File: config.mk
export PLATFORM = sky130hd
export DESIGN_NAME = babbage_stream
export DESIGN_NICKNAME = d
export VERILOG_FILES = /design/src/rtl/babbage_stream.sv
export SDC_FILE = /design/constraint.sdc
export NUM_CORES = 2
export LEC_CHECK = 0
export BUFFER_PORTS_ARGS = -buffer_cell sky130_fd_sc_hd__clkbuf_2
export CAP_MARGIN = 10
export CORE_MARGIN = 5
export CORE_UTILIZATION = 58
export DETAILED_ROUTE_END_ITERATION = 7
export PLACE_DENSITY = 0.79
export SKIP_LAST_GASP = 1
export SLEW_MARGIN = 20
export SYNTH_ARGS = -nofsm -noshare
export SYNTH_HDL_FRONTEND = slang
export SYNTH_SLANG_ARGS = --single-unit
File: constraint.sdc
create_clock -name clk -period 5.7 [get_ports clk]
set_input_delay 1.14 -clock clk [delete_from_list [all_inputs] [get_ports clk]]
set_output_delay 1.14 -clock clk [all_outputs]
set_load 0.05 [all_outputs]
File: src/rtl/babbage_stream.sv
// babbage_stream
//   Evaluates p(k) = sum_{i=0..DEG} c_i * k^i for k = 0..n using Babbage's
//   method of finite differences. The first DEG+1 points are computed by
//   Horner's rule. The table is then turned into forward differences.
//   Every further point costs one parallel add sweep over the table.
//
//   Parameters
//     DEG    polynomial degree (1..7)
//     CW     signed coefficient width
//     NW     unsigned evaluation-index width
//     W      signed result / datapath width (W >= CW)
//     STREAM 1: emit u(0)..u(n); 0: emit only u(n)
//
//   Ports
//     clk        rising-edge clock
//     reset      asynchronous, active-low reset
//     start      request, sampled only while ready=1
//     coef       packed signed coefficients, slice k is the n^k term
//     n          last index evaluated
//     ready      idle and accepting start
//     out_data   signed u(k)
//     out_valid  out_data is valid
//     out_ready  consumer accepts out_data
//     out_last   out_data is u(n)
//     done_tick  one-cycle pulse after the final handshake
//     ovf        sticky arithmetic overflow
//
//   Build option
//     BABBAGE_OVF_EN  when defined, ovf flags any EVAL/DIFF/STEP result that
//                     does not fit in W bits. Otherwise ovf is tied to 0 and
//                     results wrap silently.
module babbage_stream #(
  parameter int DEG    = 5,
  parameter int CW     = 16,
  parameter int NW     = 7,
  parameter int W      = 32,
  parameter int STREAM = 1
) (
  input  logic                  clk,
  input  logic                  reset,
  input  logic                  start,
  input  logic [(DEG+1)*CW-1:0] coef,
  input  logic [NW-1:0]         n,
  output logic                  ready,
  output logic [W-1:0]          out_data,
  output logic                  out_valid,
  input  logic                  out_ready,
  output logic                  out_last,
  output logic                  done_tick,
  output logic                  ovf
);

  localparam int              CNTW  = $clog2(DEG + 1);
  localparam logic [CNTW-1:0] DEG_C = CNTW'(DEG);
  localparam logic [CNTW-1:0] ONE_C = CNTW'(1);
  localparam logic [NW-1:0]   K_ONE = NW'(1);

  typedef enum logic [2:0] {IDLE, EVAL, DIFF, STEP, DONE} state_t;

  state_t state_q, state_d;

  logic signed [W-1:0] coef_q [0:DEG];
  logic signed [W-1:0] t_q    [0:DEG];
  logic signed [W-1:0] acc_q;
  logic [NW-1:0]       n_q, k_q;
  logic [CNTW-1:0]     pt_q;    // Horner: point being evaluated
  logic [CNTW-1:0]     ph_q;    // Horner: 0 = load, 1..DEG = multiply-add
  logic [CNTW-1:0]     pass_q;  // difference pass 1..DEG
  logic signed [W-1:0] out_data_q;
  logic                out_valid_q, out_last_q;

  // Horner multiply-add: acc * x + c, with x = current point.
  logic signed [W-1:0] x_w, c_sel, mac_prod, mac_sum;

  assign x_w   = W'(pt_q);
  assign c_sel = coef_q[DEG_C - ph_q];

`ifdef BABBAGE_OVF_EN
  logic signed [2*W-1:0] prod_full;
  assign prod_full = $signed({{W{acc_q[W-1]}}, acc_q}) * $signed({{W{1'b0}}, x_w});
  assign mac_prod  = prod_full[W-1:0];
`else
  assign mac_prod  = acc_q * x_w;
`endif
  assign mac_sum = mac_prod + c_sel;

  // Output handshake. An output slot opens when the register is empty or is
  // being consumed, unless the word being consumed is the last one.
  logic hs_last, adv, step_en, load_en, eval_end, diff_end;

  assign hs_last  = (state_q == STEP) && out_valid_q && out_ready && out_last_q;
  assign adv      = (state_q == STEP) && (!out_valid_q || out_ready) && !hs_last;
  assign step_en  = adv && (k_q != n_q);
  assign load_en  = adv && ((STREAM != 0) || (k_q == n_q));
  assign eval_end = (state_q == EVAL) && (ph_q == DEG_C) && (pt_q == DEG_C);
  assign diff_end = (state_q == DIFF) && (pass_q == DEG_C);

  always_ff @(posedge clk or negedge reset) begin
    if (!reset) state_q <= IDLE;
    else        state_q <= state_d;
  end

  always_comb begin
    // NOTE: state_d gets a default before the case so no path leaves it
    // unassigned, which would otherwise infer a latch.
    state_d = state_q;
    case (state_q)
      IDLE:    if (start)    state_d = EVAL;
      EVAL:    if (eval_end) state_d = DIFF;
      DIFF:    if (diff_end) state_d = STEP;
      STEP:    if (hs_last)  state_d = DONE;
      DONE:                  state_d = IDLE;
      default:               state_d = IDLE;
    endcase
  end

  always_ff @(posedge clk or negedge reset) begin
    if (!reset) begin
      // NOTE: the coefficient latch and the t table are register arrays with
      // an asynchronous clear, so they must stay flops (never inferred RAM).
      for (int i = 0; i <= DEG; i++) begin
        coef_q[i] <= '0;
        t_q[i]    <= '0;
      end
      acc_q       <= '0;
      n_q         <= '0;
      k_q         <= '0;
      pt_q        <= '0;
      ph_q        <= '0;
      pass_q      <= '0;
      out_data_q  <= '0;
      out_valid_q <= 1'b0;
      out_last_q  <= 1'b0;
    end else begin
      case (state_q)
        IDLE: begin
          if (start) begin
            for (int i = 0; i <= DEG; i++)
              coef_q[i] <= W'($signed(coef[i*CW +: CW]));
            n_q    <= n;
            k_q    <= '0;
            pt_q   <= '0;
            ph_q   <= '0;
            pass_q <= ONE_C;
          end
        end

        EVAL: begin
          if (ph_q == '0) begin
            acc_q <= coef_q[DEG];
            ph_q  <= ONE_C;
          end else begin
            acc_q <= mac_sum;
            if (ph_q == DEG_C) begin
              t_q[pt_q] <= mac_sum;
              ph_q      <= '0;
              pt_q      <= pt_q + ONE_C;
            end else begin
              ph_q <= ph_q + ONE_C;
            end
          end
        end

        DIFF: begin
          // NOTE: non-blocking assignments make every t[j] in the loop read
          // the pre-pass value of t[j-1], giving a true parallel update.
          for (int j = 1; j <= DEG; j++)
            if (j >= int'(pass_q)) t_q[j] <= t_q[j] - t_q[j-1];
          if (pass_q != DEG_C) pass_q <= pass_q + ONE_C;
        end

        STEP: begin
          // Advance past k only while more points remain, so the table
          // never steps beyond u(n).
          if (step_en) begin
            for (int j = 0; j < DEG; j++)
              t_q[j] <= t_q[j] + t_q[j+1];
            k_q <= k_q + K_ONE;
          end
          if (load_en) begin
            out_data_q  <= t_q[0];
            out_valid_q <= 1'b1;
            out_last_q  <= (k_q == n_q);
          end else if (hs_last) begin
            out_valid_q <= 1'b0;
            out_last_q  <= 1'b0;
          end
        end

        default: ;
      endcase
    end
  end

`ifdef BABBAGE_OVF_EN
  logic ovf_q, ovf_set;

  function automatic logic add_ovf(input logic signed [W-1:0] a, b, r);
    return (a[W-1] == b[W-1]) && (r[W-1] != a[W-1]);
  endfunction

  function automatic logic sub_ovf(input logic signed [W-1:0] a, b, r);
    return (a[W-1] != b[W-1]) && (r[W-1] != a[W-1]);
  endfunction

  always_comb begin
    ovf_set = 1'b0;
    if ((state_q == EVAL) && (ph_q != '0)) begin
      if (prod_full[2*W-1:W-1] != {(W+1){prod_full[W-1]}}) ovf_set = 1'b1;
      if (add_ovf(mac_prod, c_sel, mac_sum))                ovf_set = 1'b1;
    end
    if (state_q == DIFF) begin
      for (int j = 1; j <= DEG; j++)
        if ((j >= int'(pass_q)) && sub_ovf(t_q[j], t_q[j-1], t_q[j] - t_q[j-1]))
          ovf_set = 1'b1;
    end
    if (step_en) begin
      for (int j = 0; j < DEG; j++)
        if (add_ovf(t_q[j], t_q[j+1], t_q[j] + t_q[j+1])) ovf_set = 1'b1;
    end
  end

  always_ff @(posedge clk or negedge reset) begin
    if (!reset)                        ovf_q <= 1'b0;
    else if ((state_q == IDLE) && start) ovf_q <= 1'b0;
    else if (ovf_set)                  ovf_q <= 1'b1;
  end

  assign ovf = ovf_q;
`else
  assign ovf = 1'b0;
`endif

  assign ready     = (state_q == IDLE);
  assign done_tick = (state_q == DONE);
  assign out_data  = out_data_q;
  assign out_valid = out_valid_q;
  assign out_last  = out_last_q;

endmodule

Word-level counts from Yosys, hierarchy flattened

Cells that the tools add are included.

$add $sub $neg: 16
Multiply operators: 1
Div/mod/pow operators: 0
Order comparisons: 8
Equal/unequal tests: 23
Shift operators: 0
Multiplexer cells: 38
Bitwise logic cells: 2
Reduce and logical (&&, ||, !) cells: 36

Operators by type and width:

| operator              | number |
|---|---|
| $mux W192             | 2 |
| $pmux W128 S3         | 1 |
| $mux W32              | 9 |
| $add A32 B32 Y32      | 6 |
| $bwmux W192           | 1 |
| $mux W160             | 1 |
| $sub A32 B32 Y32      | 5 |
| $pmux W32 S2          | 2 |
| $bmux W32 S3          | 1 |
| $demux W32 S3         | 1 |
| $mul A32 B4 Y32       | 1 |
| $mux W3               | 10 |
| $reduce_and A5 Y1     | 4 |
| $pmux W3 S2           | 3 |
| $reduce_and A4 Y1     | 4 |
| $mux W7               | 2 |
| $ne A2 B1 Y1 const B  | 7 |
| $pmux W7 S2           | 1 |
| $eq A3 B3 Y1 const B  | 4 |
| $ne A2 B2 Y1 const B  | 6 |
| $pmux W3 S4           | 1 |
| $reduce_bool A2 Y1    | 6 |
| $logic_and A1 B1 Y1   | 10 |
| $add A3 B1 Y3 const B | 3 |
| other kinds (20)      | 33 |

Register bits: 380
Latch bits: 0
RAM bits: 0
Memory bits (read-only): 0
Input port bits: 107
Output and inout bits: 37
Memories: 0

Depth between registers and ports, before layout

Depth in word-level cells: 10
Gate-level depth with buffers: 22
Mapped depth without buffers: 22

Least setup slack after synthesis

Ideal clock, no wire load.

Kind: register to register
Start: reg ph_q[1]
End: reg t_q[159] (netlist bit)
Setup time: 94 ps
Arrival time: 5540 ps
Data required time: 5606 ps
Setup slack: 66 ps
Cell stages (with the launch flop): 21
Period minus slack after synthesis: 5634 ps
Cell sequence: dfrtp_1 -> clkbuf_1 -> inv_1 -> ha_1 -> nand2_1 -> nor2_1 -> a21oi_1 -> fa_1 -> inv_1 -> ha_1 -> clkbuf_1 -> nand4_1 -> nor3_1 -> nand3_1 -> o31ai_1 -> a221oi_1 -> o21bai_1 -> xor2_1 -> a21oi_1 -> a311o_1 -> a211oi_1

Word-level cells in the longest chain between the ends: 10
Elaborated cells between the ends (all ways): 15
Those cells by class: add/sub (2); eq/ne (3); mux (7); bitwise (1); reduce/logical (2)

RTL lines:

| element                                      | RTL line | source |
|---|---|---|
| start: declaration                           | 67       | `logic [CNTW-1:0] ph_q;` |
| start signal: assignment                     | 159      | `ph_q <= ph_q + ONE_C;` |
| $sub A3 B3 Y3                                | 76       | `assign c_sel = coef_q[DEG_C - ph_q];` |
| $not A3 Y4 (not written as such)             | 76       |  |
| $bmux W32 S3                                 | 76       |  |
| $mux W32 (not written as such) (2 in series) | 76       |  |
| $add A32 B32 Y32                             | 85       | `assign mac_sum = mac_prod + c_sel;` |
| $bwmux W192                                  | 155      | `t_q[pt_q] <= mac_sum;` |
| $mux W192                                    | 154      | `if (ph_q == DEG_C) begin` |
| $mux W192                                    | 149      | `if (ph_q == '0) begin` |
| $pmux W128 S3                                | 135      | `case (state_q)` |
| end signal: indexed assignment               | 155      |  |
| end signal: indexed assignment               | 177      | `t_q[j] <= t_q[j] + t_q[j+1];` |
| end: declaration                             | 63       | `logic signed [W-1:0] t_q [0:DEG];` |

Several ways; a longest one is shown, not always the timed one. The select of a mux whose other input is x is not followed.
A chain may end at the register's enable or synchronous reset.

Worst setup path in the final report

Start: reg ph_q[1]
End: reg t_q[57] (netlist bit)

The elaborated chain is that of the path after synthesis.

==> results.py <==
metrics = {
    "yosys": {
        "synthMuxAreaShare": 0.0319,
        "ys_ff_latch": 380,
        "synth.distinct_cells": 78,
        "synth_edf_count": 0,
        "yosys.area.top_type": "dfrtp_1",
        "synth_compound_area_frac": 0.227,
        "async_reset_ff_frac": 1.00,
        "synthAdderAreaFrac": 0.136,
        "synthFlopType": "dfrtp_1",
        "synthTopCellsByArea": "dfrtp_1 28%, ha_1 9.8%, a21oi_1 6.8%",
        "synthTopCellsByCount": "585 x nand2_1, 457 x a21oi_1, 400 x nor2_1",
        "ys_seq_area_frac": 0.284,
        "synth_area_um2": 33500,
        "synth_xor_area_frac": 0.0792,
        "syn_nets": 4611,
        "synth_simple_gate_area_share": 0.194,
        "yosysTopAreaCellShare": 0.284,
        "syn_inst": 4178,
        "yosysMostFrequentCell": "nand2_1",
        "syn_avg_cell_area_um2": 8.02,
        "synth_top_family_by_area": "compound AO/OA/AOI/OAI gates",
        "yosysWarnings": 0,
    },
    "grt": {
        "grt_pass1_wl_mm": 161,
        "grt_pass1_vias": 30137,
        "grt_antenna_before_repair": 2,
        "grtUsageTotal": 0.311,
        "grt_max_degree": 124,
        "gr-total-overflow": 0,
    },
    "place": {
        "pre_cts_ws_ns": 0.532,
        "gp_congestion": 0.960,
        "portBuffers": 142,
        "hpwl_mm": 75.0,
    },
    "clock_network": {
        "cts_tree": "built",
        "clk_path_buf_depth": 3,
        "htree_levels": 2,
        "cts_root_buf": "clkbuf_16",
        "path_clk_slew_ns": 0.06,
        "post_cts_buffers": 0,
        "clk_latency_ns": 0.59,
        "cts.sinks": 380,
        "numCtsBuffers": 45,
    },
    "setup_path": {
        "cp_num_cells": 21,
        "worst-path-max-fanout": 16,
        "worst_setup_path_start_kind": "register",
        "cp_data_arrival_time_ns": 5.71,
        "crit_buf_inv": 6,
        "cpMaxStageDelayCell": "a21oi_2",
        "cp.required_ns": 6.15,
        "ff2ff_path_depth": 21,
        "end_kind": "register",
        "path_class": "reg -> reg",
        "cp_top_family": "compound AO/OA/AOI/OAI gates",
        "critPathMaxStageDelay_ns": 0.48,
        "crit_chain": "inv_1, ha_1, nand2_1, nor2_1, a21oi_2, buf_4, fa_1, inv_1, ha_1, inv_1, nor3_1, nand3_1, o31ai_1, buf_4, a21oi_1, o31ai_1, a21oi_1, xnor2_1, buf_4, a221oi_1, a21oi_1",
    },
    "timing": {
        "worst_pin_slew_ns": 1.13,
        "layout_setup_ws_ns": 0.444,
        "setup-tns-final_ns": 0,
        "fin_skew_ns": 0.0212,
        "finalSetupViolCount": 0,
        "timing.fmax_ghz": 0.190,
        "layout_min_cycle_time_ns": 5.26,
        "hold_viol_final": 0,
        "drv_slew": 0,
        "relSlewSlack": 0.238,
        "fin_crit_sh": 0.922,
        "grt_setup_unrepaired": "no",
    },
    "outcome": {
        "status": "finished clean",
    },
    "detailed_routing": {
        "drc_errors": 0,
        "via_per_inst": 6.21,
        "drtAntennaViolNets": 0,
        "drt-initial-drc-count": 2982,
        "routed_wl_mm": 100,
        "vias": 31327,
        "first_pass_iters": 6,
        "post_drt_wl_per_cell_um": 19.9,
    },
    "cells_and_area": {
        "syn2layout_area_growth_pct": 9.31,
        "drive_gt1_frac": 0.0876,
        "fillers": 5050,
        "antennaDiodeCount": 0,
        "fin_nets": 4679,
        "final_util": 0.637,
    },
    "floorplan": {
        "initial_core_util": 0.583,
        "die_y_um": 250,
        "core_um2": 57500,
        "ioPinCount": 144,
        "rows": 88,
        "die_area_um2": 62600,
        "die_x_um": 250,
    },
    "worst_hold_path": {
        "worstHoldPathCells": 2,
        "hold_class": "reg -> reg",
    },
    "run": {
        "max_cap_violations": 0,
    },
}
==> placed cells by master, fill, tap and decap left out, types with 39 or more instances in the layout <==
cell type	synthesis	layout
nor2_1	400	396
fa_1	64	64
dfrtp_1	380	379
nor3_1	83	82
and2_1	108	106
xor2_1	135	135
xnor2_1	166	164
ha_1	262	262
nand3_1	50	50
inv_1	223	223
nand2_1	585	582
clkbuf_2	0	141
o21ai_0	130	130
clkbuf_16	0	46
a22oi_1	123	123
a21o_1	109	109
buf_4	2	75
a21oi_1	457	454
o21ai_1	89	89
a221oi_1	39	39
==> state kept, by name, indices dropped and copies added (netlist names) <==
name and cells:
out_last 1, t_q 192, coef_q 96, out_valid 1
k_q 7, acc_q 32, out_data 32, pass_q 3
pt_q 3, n_q 7, state_q 3, ph_q 3
==> tightest hold or removal path, stage by stage (launching register included) <==
cell and delay (ns):
dfrtp_1 0.34, nand2_1 0.05, nand2_1 0.05
==> cell families after synthesis <==
kind of cell | after synthesis
compound gates | 1221
fa+ha+maj | 326
buf+inv | 423
simple gates | 1443
other cells | 1
mux | 82
xor+xnor | 302
flops | 380
==> per-stage QoR <==
step / cells / hold slack (ns) / cell area [um^2]
detailed placement: 4964 / 0.460 / 35200
global route: 5045 / 0.490 / 36600
floorplan: 4178 / 0.440 / 33500
global placement: 4964 / 0.454 / 35200
CTS: 5045 / 0.474 / 36600
finish: 5045 / 0.471 / 36600
==> path summary, 6_finish.rpt <==
path	slack (ns)	to	start
hold reg to reg	0.47	coef_q[64]	coef_q[64]
setup reg to reg	0.44	t_q[57]	ph_q[1]
max in group asynchronous	3.93	out_data[16]	reset
hold / removal	0.47	coef_q[64]	coef_q[64]
min in group asynchronous	0.56	acc_q[26]	reset
setup / recovery	0.44	t_q[57]	ph_q[1]
==> cell type report <==
cell class,count,area [um^2],share of cell area
clock buffers,68,1280,0.0351
flip-flops and latches,380,9510,0.260
inverters,223,837,0.0229
multi-input cells,3375,22500,0.615
well taps,765,957,0.0261
repair buffers,221,1360,0.0373
clock inverters,13,148,0.00403
==> timing repair <==
item | 4_1_cts | 5_1_grt
hold buffers | 0 | 0
endpoints found under the setup margin | 0 | 1
hold endpoints to repair | 0 | 0
resized for setup | 0 | 1
==> routing by layer <==
metal,share of wire,global-route usage,vias up
met1,0.43,0.433,14878
li1,-,-,14898
met3,0.082,0.0566,231
met4,0.037,0.105,2
met2,0.45,0.493,1318
met5,0.00014,0,-
Power is left out: the tool's default activity adds up to more than one toggle a clock period on the data nets, which glitch-free logic cannot reach.
